File: config.mk
export PLATFORM = sky130hd
export DESIGN_NAME = register_bank
export DESIGN_NICKNAME = d
export VERILOG_FILES = /design/src/rtl/register_bank.sv
export SDC_FILE = /design/constraint.sdc
export NUM_CORES = 1
export LEC_CHECK = 0
export CAP_MARGIN = 20
export CORE_ASPECT_RATIO = 1.5
export CORE_MARGIN = 5
export CORE_UTILIZATION = 30
export DETAILED_ROUTE_END_ITERATION = 8
export PLACE_DENSITY = 0.52
export SLEW_MARGIN = 30
export SYNTH_ARGS = -nofsm -noshare
export SYNTH_HDL_FRONTEND = slang
export SYNTH_SLANG_ARGS = --single-unit
File: constraint.sdc
create_clock -name mclk -period 9.2 [get_ports mclk]
set_input_delay 2.3 -clock mclk [delete_from_list [all_inputs] [get_ports mclk]]
set_output_delay 2.3 -clock mclk [all_outputs]
set_load 0.1 [all_outputs]
File: src/rtl/register_bank.sv
// Small register file with one write port and two combinational read ports.
// The write port does LOAD/INC/DEC; carry and zero flags track the last executed write.
module register_bank #(
  parameter int unsigned         WIDTH       = 8,
  parameter int unsigned         DEPTH       = 4,
  parameter logic [WIDTH-1:0]    RESET_VALUE = '0,
  localparam int unsigned        ADDR_W      = $clog2(DEPTH)
) (
  input  logic                   mclk,
  input  logic                   reset,
  input  logic                   mclk_en,
  input  logic [1:0]             i_op,
  input  logic                   i_clear,
  input  logic [ADDR_W-1:0]      i_wr_addr,
  input  logic [WIDTH-1:0]       i_load_data,
  input  logic [ADDR_W-1:0]      i_rd_addr_a,
  input  logic [ADDR_W-1:0]      i_rd_addr_b,
  output logic [WIDTH-1:0]       o_data_a,
  output logic [WIDTH-1:0]       o_data_b,
  output logic                   o_carry,
  output logic                   o_zero,
  output logic [DEPTH*WIDTH-1:0] o_all
);

  typedef enum logic [1:0] {
    OP_HOLD = 2'b00,
    OP_LOAD = 2'b01,
    OP_INC  = 2'b10,
    OP_DEC  = 2'b11
  } op_e;

  logic [WIDTH-1:0] r_mem [DEPTH];
  logic             r_carry;
  logic             r_zero;

  op_e              w_op;
  logic [DEPTH-1:0] w_sel;
  logic             w_hit;
  logic [WIDTH-1:0] w_old;
  logic [WIDTH-1:0] w_next;
  logic             w_carry;
  logic             w_zero;

  assign w_op = op_e'(i_op);

  // Address decode by comparison keeps out-of-range addresses (non power-of-two
  // DEPTH) from selecting anything: writes are dropped and reads return 0.
  always_comb begin
    w_sel    = '0;
    w_old    = '0;
    o_data_a = '0;
    o_data_b = '0;
    for (int unsigned i = 0; i < DEPTH; i++) begin
      w_sel[i] = (i_wr_addr == ADDR_W'(i));
      if (w_sel[i])                     w_old    = r_mem[i];
      if (i_rd_addr_a == ADDR_W'(i))    o_data_a = r_mem[i];
      if (i_rd_addr_b == ADDR_W'(i))    o_data_b = r_mem[i];
    end
    w_hit = |w_sel;
  end

  always_comb begin
    w_next  = w_old;
    w_carry = r_carry;
    case (w_op)
      OP_LOAD: begin w_next = i_load_data;  w_carry = 1'b0;    end
      OP_INC:  begin w_next = w_old + 1'b1; w_carry = &w_old;  end
      OP_DEC:  begin w_next = w_old - 1'b1; w_carry = ~|w_old; end
      default: begin w_next = w_old;        w_carry = r_carry; end
    endcase
    w_zero = (w_next == '0);
  end

  always_ff @(posedge mclk) begin
    if (reset) begin
      for (int unsigned i = 0; i < DEPTH; i++) r_mem[i] <= RESET_VALUE;
      r_carry <= 1'b0;
      r_zero  <= (RESET_VALUE == '0);
    end else if (mclk_en) begin
      if (i_clear) begin
        for (int unsigned i = 0; i < DEPTH; i++) r_mem[i] <= '0;
        r_carry <= 1'b0;
        r_zero  <= 1'b1;
      end else if (w_op != OP_HOLD && w_hit) begin
        for (int unsigned i = 0; i < DEPTH; i++) begin
          if (w_sel[i]) r_mem[i] <= w_next;
        end
        r_carry <= w_carry;
        r_zero  <= w_zero;
      end
    end
  end

  always_comb begin
    o_all = '0;
    for (int unsigned i = 0; i < DEPTH; i++) o_all[i*WIDTH +: WIDTH] = r_mem[i];
  end

  assign o_carry = r_carry;
  assign o_zero  = r_zero;

endmodule

==> results.md <==
* Vias in the first global route at 2112
* Post-CTS Setup Bufs at 0
* Via count at ~2100
* Worst path required time at 6900 ps
* Post-route DRC at 0
* Worst Hold Depth at 2
* Post-route insts no fill at between 300 and 400
* Worst ir drop on vdd at between 0.06 and 0.07 mV
* Root buffer cell: clkbuf_16
* Via-per-instance ratio at 5.353
* Rows at 40
* Endpoint type of the worst setup path: output pin
* Fmax at 140.7 MHz
* Post-synthesis sequential area ratio at 0.3674
* Nets at 315
* CTS resizes at 0
* Post-DP HPWL at 6279 um
* Mean Syn Cell Area at around 11 um2
* Core Region at 8108 um2
* Post-synth ARST share at 0
* Ports at 70
* Yosys top cell by area: edfxtp_1
* 1st-iter DRT viols at 120
* Post-synth cell types at between 50 and 60
* Static Leak at roughly 1.2 nW
* Top cells by area, synth: edfxtp_1, mux4_2, dfxtp_1
* Synth Warn # at 0
* Post-CTS Hold Fix Bufs at 0
* CTS buffer count at 5
* Count leader, synth: nor2_1
* Post-route ant nets at 0
* Period minus WS final at around 7100 ps
* Top-area cell type share of the netlist area at 0.2876
* Crit-path max FO at 8
* Pre-antenna DRT Iters at 4
* GR Overflow Total at 0
* RSZ-0062 raised after global routing: false
* Layout cells sized above 1 at 0.1488
* Final cycle utilization of the critical path at 0.7724
* Clock transition at path regs at 50 ps
* Port-buffer cells at 69
* Hold WC Path Type: flop to flop
* Die area at 10320 um2
* Worst Tran Pin Value at a little under 1000 ps
* Post-synth EDFFs at 24
* Setup tns final at 0 ps
* Starting Density at 0.3091
* Max-Cap Viols at 0
* First-pass GRT wire length at 12610 um
* Slew Viols, Final at 0
* Cell count after synthesis at approximately 230
* FF-to-FF path depth at 8
* Setup Viol. Count Final at 0
* WS Path Type: input pin to output pin
* Die Y at 121.9 um
* Post-synthesis net count at between 200 and 300
* RePlAce Congestion at approximately 0.75
* CTS tree: done
* Synth Flop Type: edfxtp_1
* Number of diodes at 0
* Drt wl/cell at 20.79 um
* Max Buffers Root-to-Sink at 2
* Tot GR Track Use at 0.1622
* Htree depth at 2
* Relative slew margins at 0.3359
* Critical Path Start Type: input pin
* Largest net degree at the start of global routing at 24
* Area post-placement at ~3300 um2
* Horiz. Die Dim at between 80 and 90 um
* Cells after DPL at 386
* Skew-Pair Late Insertion Delay at 280 ps
* Final Hold Vio Count at 0
* Cell area after layout at 3393 um2
* Run status: finished, final reports clean
* Initial antenna violation count at 0
* Fin util at 0.4185
* Synthesis-stage register bit count at 34
* Worst Path Arrival at 4810 ps
* Clock Sinks at 34
* P&R area growth vs syn at 35.40%
* Cell Area, Synth at between 2000 and 3000 um2
* Final WL at 8192 um
* Power Dens Cells at around 160 nW/um2
* Top post-synthesis cells by count: nor2_1, edfxtp_1, mux4_2
* Fin Clk Skew at 2.901 ps
-- flip-flops by register name, indices dropped and copies added (netlist names) --
name	count
o_carry	1
o_zero	1
r_mem	32
-- final cells by class --
type                    count  area (um2)
clock buffers               6       128.9
clock inverters             2       8.758
fillers                   800        4715
inverters                   5       18.77
multi-input cells         173        1494
flip-flops and latches     34       920.9
well taps                 105       131.4
repair buffers             69       690.7
-- power breakdown --
| part | switching (mW) | internal (mW) |
|---|---|---|
| clock network | 0.0612 | 0.0989 |
| registers | 0.00716 | 0.171 |
| logic | 0.148 | 0.0598 |
-- layout by cell type, fill, tap and decap left out, types with 3 or more instances in the layout --
| cell type | synthesis | final |
|---|---|---|
| ha_1 | 6 | 6 |
| mux4_2 | 23 | 23 |
| a31oi_1 | 3 | 3 |
| inv_1 | 4 | 4 |
| nand4_1 | 3 | 3 |
| nor2_1 | 40 | 40 |
| o21ai_0 | 5 | 5 |
| nand2_1 | 15 | 15 |
| nor2b_1 | 5 | 5 |
| clkdlybuf4s50_1 | 0 | 69 |
| mux2i_1 | 3 | 3 |
| o21a_1 | 3 | 3 |
| edfxtp_1 | 24 | 24 |
| dfxtp_1 | 10 | 10 |
| clkbuf_16 | 0 | 5 |
| a21oi_1 | 9 | 9 |
| a211oi_1 | 4 | 4 |
| nand3_1 | 8 | 8 |
| mux2_2 | 5 | 5 |
| a21o_1 | 4 | 4 |
-- routing by layer --
layer | part of all wire | routed length [um] | vias up | track usage
met5 | 0 | 0 | - | 0
met4 | 0.016 | 130 | 0 | 0.04851
met3 | 0.036 | 295 | 10 | 0.02436
met2 | 0.56 | 4561 | 55 | 0.3034
met1 | 0.39 | 3205 | 1051 | 0.1889
li1 | - | - | 993 | -
-- critical path, stage by stage --
cell and delay (ps):
clkdlybuf4s50_1 900, mux4_2 610, clkdlybuf4s50_1 980
-- cells by family (layout without fill, tap and decap cells) --
logic type,count (synthesis),count (layout),synth area share
compound gates,41,41,0.1193
xor+xnor,2,2,0.006991
fa+ha+maj,7,7,0.03794
buf+inv,19,82,0.03644
flops,34,34,0.3674
mux,35,35,0.2661
simple gates,88,88,0.1657
-- stage by stage --
stage	hold WS (ps)	power [mW]	worst slack, ps
3_3_place_gp	473.6	0.3900	2034
5_1_grt	568.9	0.5663	1987
4_1_cts	501.8	0.5505	2039
6_report	496.1	0.5461	2094
2_1_floorplan	933.6	0.3374	3340
3_5_place_dp	489.1	0.3902	2047
-- path summary, 6_finish.rpt --
kind                                                 from                   endpoint  slack (ps)
worst max register to register  r_mem[3][2]$_SDFFCE_PN0P_  r_mem[1][7]$_SDFFCE_PN0P_        5940
worst min register to register       o_carry$_SDFFE_PP0P_       o_carry$_SDFFE_PP0P_         500
worst min-delay path                 o_carry$_SDFFE_PP0P_       o_carry$_SDFFE_PP0P_         500
worst max-delay path                       i_rd_addr_a[0]                o_data_a[6]        2090
Note: power is estimated with default switching activity, not from simulation.
